===== config.mk =====
export PLATFORM = sky130hd
export DESIGN_NAME = banco_registradores_flat
export DESIGN_NICKNAME = d
export VERILOG_FILES = /design/src/rtl/banco_registradores_pkg.sv /design/src/rtl/banco_registradores_if.sv /design/src/rtl/banco_registradores_clear_seq.sv /design/src/rtl/banco_registradores.sv /design/src/flat_wrapper.sv
export SDC_FILE = /design/constraint.sdc
export NUM_CORES = 1
export LEC_CHECK = 0
export CAP_MARGIN = 25
export CORE_MARGIN = 8
export CORE_UTILIZATION = 50
export CTS_BUF_LIST = sky130_fd_sc_hd__clkbuf_16
export CTS_CLUSTER_DIAMETER = 120
export DETAILED_ROUTE_END_ITERATION = 8
export GPL_TIMING_DRIVEN = 0
export PLACE_DENSITY = 0.81
export REMOVE_ABC_BUFFERS = 1
export SYNTH_ARGS = -nofsm -noshare
export SYNTH_HDL_FRONTEND = slang
export SYNTH_SLANG_ARGS = --single-unit

===== constraint.sdc =====
create_clock -name clk -period 1.85 [get_ports clk]
set_input_delay 0.185 -clock clk [delete_from_list [all_inputs] [get_ports clk]]
set_output_delay 0.185 -clock clk [all_outputs]
set_load 0.02 [all_outputs]

===== src/rtl/banco_registradores_pkg.sv =====
// Shared definitions for the register bank.
// Holds the clear-sequencer state encoding and the address-width helper
// used to size every address bus from DEPTH.
package banco_registradores_pkg;

  typedef enum logic {
    ST_IDLE  = 1'b0,
    ST_SWEEP = 1'b1
  } clr_state_t;

  // Ceiling log2; never returns less than 1 so a 2-entry bank still has an
  // address bit.
  function automatic int clog2(input int n);
    int r;
    r = 0;
    for (int v = n - 1; v > 0; v = v >> 1) begin
      r++;
    end
    if (r < 1) begin
      r = 1;
    end
    return r;
  endfunction

endpackage


===== src/rtl/banco_registradores_if.sv =====
// Bus interface of the register bank.
// master: drives write port (we/waddr/wdata), shared read enable (re),
//         read addresses (raddr_a/raddr_b) and the clear request.
// slave : returns registered read data q_a/q_b, their valid flags and busy.
interface banco_registradores_if
  import banco_registradores_pkg::*;
#(
  parameter int WIDTH = 4,
  parameter int DEPTH = 8
);
  localparam int AW = clog2(DEPTH);

  logic             we;
  logic [AW-1:0]    waddr;
  logic [WIDTH-1:0] wdata;
  logic             re;
  logic [AW-1:0]    raddr_a;
  logic [AW-1:0]    raddr_b;
  logic             clear;
  logic [WIDTH-1:0] q_a;
  logic [WIDTH-1:0] q_b;
  logic             valid_a;
  logic             valid_b;
  logic             busy;

  modport master (
    output we, waddr, wdata, re, raddr_a, raddr_b, clear,
    input  q_a, q_b, valid_a, valid_b, busy
  );

  modport slave (
    input  we, waddr, wdata, re, raddr_a, raddr_b, clear,
    output q_a, q_b, valid_a, valid_b, busy
  );

endinterface


===== src/rtl/banco_registradores_clear_seq.sv =====
// Clear sequencer for the register bank.
// Ports:
//   clk, reset  : clock and asynchronous active-high reset
//   clear       : one-cycle request to wipe every entry (ignored while busy)
//   busy        : high for exactly DEPTH cycles while the sweep runs
//   sweep_en    : storage should zero entry[sweep_addr] on this edge
//   sweep_addr  : entry being zeroed
module banco_clear_seq
  import banco_registradores_pkg::*;
#(
  parameter int DEPTH = 8
) (
  input  logic                    clk,
  input  logic                    reset,
  input  logic                    clear,
  output logic                    busy,
  output logic                    sweep_en,
  output logic [clog2(DEPTH)-1:0] sweep_addr
);
  localparam int AW = clog2(DEPTH);

  clr_state_t    r_state;
  clr_state_t    w_state_next;
  logic [AW-1:0] r_cnt;
  logic [AW-1:0] w_cnt_next;

  always_ff @(posedge clk or posedge reset) begin
    if (reset) begin
      r_state <= ST_IDLE;
      r_cnt   <= '0;
    end else begin
      r_state <= w_state_next;
      r_cnt   <= w_cnt_next;
    end
  end

  always_comb begin
    w_state_next = r_state;
    w_cnt_next   = r_cnt;
    case (r_state)
      ST_IDLE: begin
        if (clear) begin
          w_state_next = ST_SWEEP;
          w_cnt_next   = '0;
        end
      end
      ST_SWEEP: begin
        // Last entry zeroed on this edge; counter parks at 0 for the next run.
        if (r_cnt == AW'(DEPTH - 1)) begin
          w_state_next = ST_IDLE;
          w_cnt_next   = '0;
        end else begin
          w_cnt_next = r_cnt + AW'(1);
        end
      end
      default: begin
        w_state_next = ST_IDLE;
        w_cnt_next   = '0;
      end
    endcase
  end

  assign busy       = (r_state == ST_SWEEP);
  assign sweep_en   = (r_state == ST_SWEEP);
  assign sweep_addr = r_cnt;

endmodule


===== src/rtl/banco_registradores.sv =====
// Dual-read, single-write register bank with per-entry valid bit and a
// DEPTH-cycle clear sweep.
// Ports:
//   clk, reset : clock and asynchronous active-high reset (clears everything)
//   bus        : banco_registradores_if slave modport (write port, shared
//                read enable, two read addresses, clear request; registered
//                read data + valid per port, busy)
module banco_registradores
  import banco_registradores_pkg::*;
#(
  parameter int WIDTH = 4,
  parameter int DEPTH = 8
) (
  input  logic                  clk,
  input  logic                  reset,
  banco_registradores_if.slave  bus
);
  localparam int AW = clog2(DEPTH);

  logic [WIDTH-1:0] r_data  [DEPTH];
  logic             r_valid [DEPTH];

  logic             w_busy;
  logic             w_sweep_en;
  logic [AW-1:0]    w_sweep_addr;
  logic             w_wr_ok;

  logic [WIDTH-1:0] w_mem_q_a;
  logic [WIDTH-1:0] w_mem_q_b;
  logic             w_mem_v_a;
  logic             w_mem_v_b;

  logic [WIDTH-1:0] r_q_a;
  logic [WIDTH-1:0] r_q_b;
  logic             r_valid_a;
  logic             r_valid_b;

  // Compare in 32 bits so the check stays meaningful when DEPTH is a power
  // of two and every AW-bit address is in range.
  function automatic logic addr_ok(input logic [AW-1:0] a);
    return (32'(a) < 32'(DEPTH));
  endfunction

  banco_clear_seq #(.DEPTH(DEPTH)) u_clear_seq (
    .clk        (clk),
    .reset      (reset),
    .clear      (bus.clear),
    .busy       (w_busy),
    .sweep_en   (w_sweep_en),
    .sweep_addr (w_sweep_addr)
  );

  // A clear request in the same cycle wins over the write.
  assign w_wr_ok = bus.we & ~w_busy & ~bus.clear & addr_ok(bus.waddr);

  // Storage update: sweep and accepted write are mutually exclusive because
  // writes are blocked while busy.
  always_ff @(posedge clk or posedge reset) begin
    if (reset) begin
      for (int i = 0; i < DEPTH; i++) begin
        r_data[i]  <= '0;
        r_valid[i] <= 1'b0;
      end
    end else if (w_sweep_en) begin
      r_data[w_sweep_addr]  <= '0;
      r_valid[w_sweep_addr] <= 1'b0;
    end else if (w_wr_ok) begin
      r_data[bus.waddr]  <= bus.wdata;
      r_valid[bus.waddr] <= 1'b1;
    end
  end

  always_comb begin
    w_mem_q_a = '0;
    w_mem_v_a = 1'b0;
    w_mem_q_b = '0;
    w_mem_v_b = 1'b0;
    if (addr_ok(bus.raddr_a)) begin
      w_mem_q_a = r_data[bus.raddr_a];
      w_mem_v_a = r_valid[bus.raddr_a];
    end
    if (addr_ok(bus.raddr_b)) begin
      w_mem_q_b = r_data[bus.raddr_b];
      w_mem_v_b = r_valid[bus.raddr_b];
    end
  end

  // Read stage: one-cycle registered read with write-to-read bypass for
  // accepted writes only.
  always_ff @(posedge clk or posedge reset) begin
    if (reset) begin
      r_q_a     <= '0;
      r_q_b     <= '0;
      r_valid_a <= 1'b0;
      r_valid_b <= 1'b0;
    end else if (bus.re) begin
      if (w_wr_ok && (bus.raddr_a == bus.waddr)) begin
        r_q_a     <= bus.wdata;
        r_valid_a <= 1'b1;
      end else begin
        r_q_a     <= w_mem_q_a;
        r_valid_a <= w_mem_v_a;
      end
      if (w_wr_ok && (bus.raddr_b == bus.waddr)) begin
        r_q_b     <= bus.wdata;
        r_valid_b <= 1'b1;
      end else begin
        r_q_b     <= w_mem_q_b;
        r_valid_b <= w_mem_v_b;
      end
    end
  end

  assign bus.q_a     = r_q_a;
  assign bus.q_b     = r_q_b;
  assign bus.valid_a = r_valid_a;
  assign bus.valid_b = r_valid_b;
  assign bus.busy    = w_busy;

endmodule


===== src/flat_wrapper.sv =====
// flat-port wrapper written by rule: the top's interface ports become plain ports
module banco_registradores_flat import banco_registradores_pkg::*;
#(
  parameter int WIDTH = 4,
  parameter int DEPTH = 8
)
  (clk, reset, bus_we, bus_waddr, bus_wdata, bus_re, bus_raddr_a, bus_raddr_b, bus_clear, bus_q_a, bus_q_b, bus_valid_a, bus_valid_b, bus_busy);
  banco_registradores_if #(.WIDTH(WIDTH), .DEPTH(DEPTH)) bus_i ();
  input  logic clk;
  input  logic reset;
  input wire logic [$bits(bus_i.we)-1:0] bus_we;
  input wire logic [$bits(bus_i.waddr)-1:0] bus_waddr;
  input wire logic [$bits(bus_i.wdata)-1:0] bus_wdata;
  input wire logic [$bits(bus_i.re)-1:0] bus_re;
  input wire logic [$bits(bus_i.raddr_a)-1:0] bus_raddr_a;
  input wire logic [$bits(bus_i.raddr_b)-1:0] bus_raddr_b;
  input wire logic [$bits(bus_i.clear)-1:0] bus_clear;
  output wire logic [$bits(bus_i.q_a)-1:0] bus_q_a;
  output wire logic [$bits(bus_i.q_b)-1:0] bus_q_b;
  output wire logic [$bits(bus_i.valid_a)-1:0] bus_valid_a;
  output wire logic [$bits(bus_i.valid_b)-1:0] bus_valid_b;
  output wire logic [$bits(bus_i.busy)-1:0] bus_busy;
  assign bus_i.we = bus_we;
  assign bus_i.waddr = bus_waddr;
  assign bus_i.wdata = bus_wdata;
  assign bus_i.re = bus_re;
  assign bus_i.raddr_a = bus_raddr_a;
  assign bus_i.raddr_b = bus_raddr_b;
  assign bus_i.clear = bus_clear;
  assign bus_q_a = bus_i.q_a;
  assign bus_q_b = bus_i.q_b;
  assign bus_valid_a = bus_i.valid_a;
  assign bus_valid_b = bus_i.valid_b;
  assign bus_busy = bus_i.busy;
  banco_registradores #(.WIDTH(WIDTH), .DEPTH(DEPTH)) u_core (.clk(clk), .reset(reset), .bus(bus_i));
endmodule

==> results of run 1 <==
## power breakdown
part	leakage [nW]	switching (mW)	internal [mW]
Combinational	0.630	0.603	0.540
Sequential	0.733	0.278	1.47
Clock	0.0812	0.413	0.634
Total	1.44	1.29	2.65
## layer usage
layer	share of wire	vias up	GRT usage
met5	0	-	0
met4	0.045	0	0.115
met3	0.086	21	0.0424
met2	0.50	100	0.283
met1	0.37	1120	0.196
li1	-	1026	-
## final timing paths
check | slack, ns | end | startpoint | depth (start not counted)
setup / recovery | 0.1 | bus_busy | u_core.u_clear_seq.busy$_DFF_PP0_ | 1
hold / removal | 0.28 | u_core.bus.valid_a$_DFFE_PP0P_ | reset | 2
setup reg to reg | 0.18 | u_core.r_data[29]$_DFFE_PP0P_ | u_core.u_clear_seq.busy$_DFF_PP0_ | 5
hold reg to reg | 0.51 | u_core.r_valid[4]$_DFFE_PP0P_ | u_core.r_valid[4]$_DFFE_PP0P_ | 1
max in group asynchronous | 1.01 | u_core.r_data[3]$_DFFE_PP0P_ | reset | 3
min in group clk | 0.51 | u_core.r_valid[4]$_DFFE_PP0P_ | u_core.r_valid[4]$_DFFE_PP0P_ | 1
## cell type report
class,instances,area [µm²],area share
clock buffers,5,125,0.0370
clock inverters,3,41.3,0.0122
inverters,13,48.8,0.0144
multi-input cells,189,1410,0.416
flip-flops and latches,54,1350,0.400
well taps,72,90.1,0.0266
repair buffers,32,318,0.0940
## cells in the final DEF (no fill, tap or decap), types with 2 or more instances in the layout
cell type / count
xnor2_1: 6
o21ai_0: 43
nand3b_1: 3
nor2_1: 5
mux4_2: 20
ha_1: 2
nand2_1: 34
clkdlybuf4s50_1: 24
and2_1: 5
o22ai_1: 8
buf_4: 3
nand3_1: 31
dlygate4sd2_1: 4
clkbuf_16: 5
nor2b_1: 5
inv_1: 13
nand4_1: 3
dfrtp_1: 54
mux2i_1: 10
a21o_1: 2
nand2b_1: 3
and2_0: 3
a31oi_1: 2
## sequential cells by signal, summed over array words and instances, names as in the netlist
register	flops
u_core.r_data	32
u_core.r_valid	8
u_core.bus.q_a	4
u_core.bus.q_b	4
u_core.u_clear_seq.sweep_addr	3
u_core.bus.valid_a	1
u_core.bus.valid_b	1
u_core.u_clear_seq.busy	1
## through the flow
stage | hold WS [ns] | setup WS (ns) | total power, mW
4_1_cts | 0.307 | 0.0492 | 3.95
3_3_place_gp | 0.480 | -0.653 | 2.83
5_1_grt | 0.371 | 0.00183 | 4.15
6_report | 0.284 | 0.0958 | 3.94
3_5_place_dp | 0.490 | -0.465 | 2.91
2_1_floorplan | 0.281 | 0.276 | 2.45
## kinds of logic after synthesis
logic type	synth area share
compound gates	0.104
xor+xnor	0.0183
fa+ha+maj	0.00871
buf+inv	0.0397
flops	0.471
mux	0.192
simple gates	0.167
## repair_timing
action                                  4_1_cts  5_1_grt
pin swaps                                     2        1
resized for setup                             4        0
endpoints found under the setup margin        8       36
gates cloned                                  0        0
setup buffers                                 2        1
==> metrics, run 1 <==
status=complete, no violations; antenna violations before repair=0; overall die height=91.8 µm; Remaining Overflow, GRT=0; synthesis-to-layout area growth=17.7%; clk_lat worst skew=0.29 ns; max-slew violation count=0; slowest stage delay, CP=0.69 ns; CP bufs+invs=1; Worst path slowest cell=clkdlybuf4s50_1; share of the synthesized area in the top cell type=0.471; Peak Freq=0.570 GHz; layout cells sized above 1=0.111; die area=8420 µm²; MaxCap Viol Count=0; Final Cell Area=3380 µm²; GRT Util Overall=0.172; DRT Pass-1 Iters=4; CTS clock-pin slew for the worst setup and hold paths=~0.07 ns; EDFF count, synth=0; Worst Hold Class=input port to async pin; CP Capture Type=output port; DRC violation count after routing=0; Initial Util=0.518; I/O Pins=29; worst endpoint required time=between 1.5 and 2 ns; Mapped Cells=270; RD Place Congestion=0.823; most area-hungry cell type in the Yosys netlist=dfrtp_1; count leader, synth=dfrtp_1; placed cell count=357; Worst Path Max Fanout=14; CTS tree=yes; Synth Flop Type=dfrtp_1; worst rel slew slack=0.489; DP HPWL=5030 µm; Nets=315; largest net degree at the start of global routing=29; syn_area_per_cell=10.6 µm²; WL/cell=between 15 and 20 µm; Worst EP arrival=1.57 ns; Worst-Margin Slew=between 0.7 and 0.8 ns; vias in the first global route=approximately 2300; Synth Warn #=0; Layout fillers=448; Detailed Route WL=just over 7000 µm; Sinks on Clock Net=54; Worst path top cell family by delay=buffers and inverters; row count=27; CTS root buf=clkbuf_16; synth unique cells=26; crit-path cells=clkdlybuf4s50_1; RSZ-0062 raised after global routing=no; final cell count without fillers=368; Final Critical Period=roughly 1.8 ns; ant diodes=0; FFs w/ async S/R, synth=1.00; Horiz. Die Dim=91.8 µm; placed instance area=3200 µm²; CP Class=flip-flop to output port; Fin. Hold Viols=0; synth top area cells=dfrtp_1 47%, mux4_2 16%, o21ai_0 7.5%, nand3_1 5.4%, nand2_1 4.4%; fin crit share=0.948; Initial DRC Count=154; CTS Buffer Depth=2; Port Buffers=28; antenna-violating nets left=0; Post-synth top cells=54 x dfrtp_1, 43 x o21ai_0, 34 x nand2_1; clk_skew=0.0107 ns; Core Region=5540 µm²; crit path launch type=flip-flop; number of synthesized register bits=54; H-Tree Depth=2; setup TNS=0 ns; first-pass GRT wire length=roughly 11000 µm; register area share after synthesis=0.471; Finished Core Util=0.610; final setup vio count=0; hold buffer count at CTS=0; DR vias/cell=6.16; power density cells=1170 nW/µm²; Num CTS Buffers=5; P_leak=1.44 nW; DR vias=2267; Mapped Area=2870 µm²; Peak VDD IR=0.622 mV
Power figures use the tool's default switching activity.
==> run 2, diff against run 1 <==
CORE_MARGIN = 2   (was 8)
==> run 2 against run 1 <==
Effect of this change:
- cell count rose by 0.27%
- wire length decreased by 5.2%
- core utilization fell by 0.23 points
- highest routed layer unchanged
==> metrics, run 2 (synthesis results as in run 1) <==
status=complete, no violations; vias in the first global route=2224 (-4.8%); RD Place Congestion=0.801 (-2.6%); Num CTS Buffers=5 (unchanged); slowest stage delay, CP=0.66 ns (-0.03 ns); I/O Pins=29 (unchanged); clk_lat worst skew=0.30 ns (about the same); max reg flops=32 (unchanged); Worst EP arrival=1.85 ns (+0.28 ns); WL/cell=18.3 µm (-5.4%); Fin. Hold Viols=0 (unchanged); commonest non-fill, non-tap cell in the layout=dfrtp_1; final setup vio count=0 (unchanged); Final Critical Period=1.69 ns (-0.0623 ns); Peak VDD IR=0.554 mV (-11%); overall die height=79.8 µm (-13%); power density cells=1140 nW/µm² (-2.5%); CP Capture Type=flip-flop; Most flops, register=u_core.r_data; DR vias/cell=6.12 (-0.67%); Peak Freq=0.591 GHz (+3.7%); CP Class=input port to flip-flop; Worst-Margin Slew=0.716 ns (-0.0502 ns); Comb power frac=0.295 (+0.005); clk_skew=0.00542 ns (-0.00525 ns); die area=6360 µm² (-24%); DP HPWL=4760 µm (-5.4%); first-pass GRT wire length=10700 µm (-5.9%); Worst Path Max Fanout=10 (-4); Worst path slowest cell=dlygate4sd2_1; most frequent cells in the layout=53 x dfrtp_1, 43 x o21ai_0, 34 x nand2_1; largest net degree at the start of global routing=34 (+17%); switching power=1.31 mW (+1.3%); layout cells sized above 1=0.118 (+0.00636); Setup WS pre-CTS=-0.450 ns (+0.0154 ns); Worst Slack Setup Final=0.158 ns (+0.0623 ns); largest registers=u_core.r_data x32, u_core.r_valid x8; max-slew violation count=0 (unchanged); synthesis-to-layout area growth=17.3%; Initial Util=0.518 (unchanged); GRT Util Overall=0.230 (+0.0577); Worst Hold Class=input port to async pin; Remaining Overflow, GRT=0 (unchanged); Power Internal=2.52 mW (-4.9%); CTS root buf=clkbuf_16; DRC violation count after routing=0 (unchanged); clock share of power=0.244 (-0.021); Horiz. Die Dim=79.8 µm (-13%); MaxCap Viol Count=0 (unchanged); CTS Buffer Depth=2 (unchanged); antenna-violating nets left=0 (unchanged); antenna violations before repair=0 (unchanged); Sinks on Clock Net=54 (unchanged); Pwr Total=3.83 mW (-2.9%); CTS clock-pin slew for the worst setup and hold paths=0.07 ns (about the same); hold buffer count at CTS=0 (unchanged); DR vias=2258 (-0.40%); row count=27 (unchanged); Layout fillers=440 (-1.8%); RSZ-0062 raised after global routing=no; Seq pwr share=0.460 (+0.015); worst endpoint required time=2.00 ns (+0.34 ns); Port Buffers=28 (unchanged); Detailed Route WL=6750 µm (-5.2%); crit path launch type=input port; ant diodes=0 (unchanged); DRT Pass-1 Iters=4 (unchanged); fin crit share=0.915 (-0.0337); Core Region=5540 µm² (unchanged); Nets=316 (+0.32%); Initial DRC Count=240 (+56%); H-Tree Depth=2 (unchanged); worst rel slew slack=0.523 (+0.0335); P_leak=1.43 nW (-0.67%); CTS tree=yes; crit-path cells=dlygate4sd2_1, mux4_2, mux2i_1, and2_1, o22ai_1; Sw Ratio=0.342 (+0.0139)
run 2: cell count changes in the layout (fill, tap and decap cells not counted), sizes merged:
cell | previous run | this run
buf | 4 | 5
bufinv | 1 | 0
clkinv | 0 | 1
run 2: per-layer routing:
| layer | GRT usage | part of all wire |
|---|---|---|
| met5 | 0 | 0 |
| met4 | 0.115 | 0.039 |
| met3 | 0.0385 | 0.065 |
| met2 | 0.394 | 0.50 |
| met1 | 0.281 | 0.39 |
run 2: cell type report:
class / count / area, µm² / area share
Inverter: 13 / 48.8 / 0.0145
Tap cell: 72 / 90.1 / 0.0267
Clock buffer: 5 / 125 / 0.0371
Sequential cell: 54 / 1350 / 0.402
Timing Repair Buffer: 33 / 325 / 0.0966
Multi-Input combinational cell: 189 / 1410 / 0.418
Clock inverter: 3 / 20.0 / 0.00594
run 2: power groups by stage:
| stage | registers (mW) | clock network, mW | logic [mW] |
|---|---|---|---|
| floorplan | 1.77 | 0 | 0.678 |
| global placement | 1.74 | 0 | 1.08 |
| detailed placement | 1.78 | 0 | 1.13 |
| CTS | 1.76 | 0.948 | 1.13 |
| global route | 1.80 | 0.989 | 1.27 |
| finish | 1.76 | 0.936 | 1.13 |
run 2: final timing paths:
check / start / endpoint / cells past startpoint / slack (ns)
worst max-delay path: bus_raddr_b[0] / u_core.bus.q_b[1]$_DFFE_PP0P_ / 5 / 0.16
worst min-delay path: reset / u_core.r_data[24]$_DFFE_PP0P_ / 2 / 0.23
worst max register to register: u_core.u_clear_seq.busy$_DFF_PP0_ / u_core.r_data[19]$_DFFE_PP0P_ / 4 / 0.25
worst min register to register: u_core.r_valid[7]$_DFFE_PP0P_ / u_core.r_valid[7]$_DFFE_PP0P_ / 2 / 0.50
max in group asynchronous: reset / u_core.r_data[18]$_DFFE_PP0P_ / 3 / 1.07
min in group clk: u_core.r_valid[7]$_DFFE_PP0P_ / u_core.r_valid[7]$_DFFE_PP0P_ / 2 / 0.50
run 2: what timing repair did:
action | CTS | global route
resized for setup | 4 | 1
setup endpoints to repair | 10 | 41
pin swaps | 2 | 2
hold endpoints to repair | 0 | 0
setup buffers | 2 | 2
run 2: metrics by stage:
stage | util | area [µm²] | TNS (ns) | std cells | hold WS (ns)
after floorplan | - | 2810 | 0 | 256 | 0.281
after global placement | 0.573 | 3180 | -38.81 | 356 | 0.480
after detailed placement | 0.577 | 3200 | -4.57 | 357 | 0.487
after CTS | 0.605 | 3350 | 0 | 367 | 0.253
after global routing | 0.608 | 3370 | 0 | 369 | 0.295
final | 0.608 | 3370 | 0 | 369 | 0.232
run 2: critical path, delay by kind of cell:
kind / cells / cell delay (ns)
compound gates: 1 / 0.07
mux: 2 / 0.78
buf+inv: 1 / 0.66
simple gates: 1 / 0.14
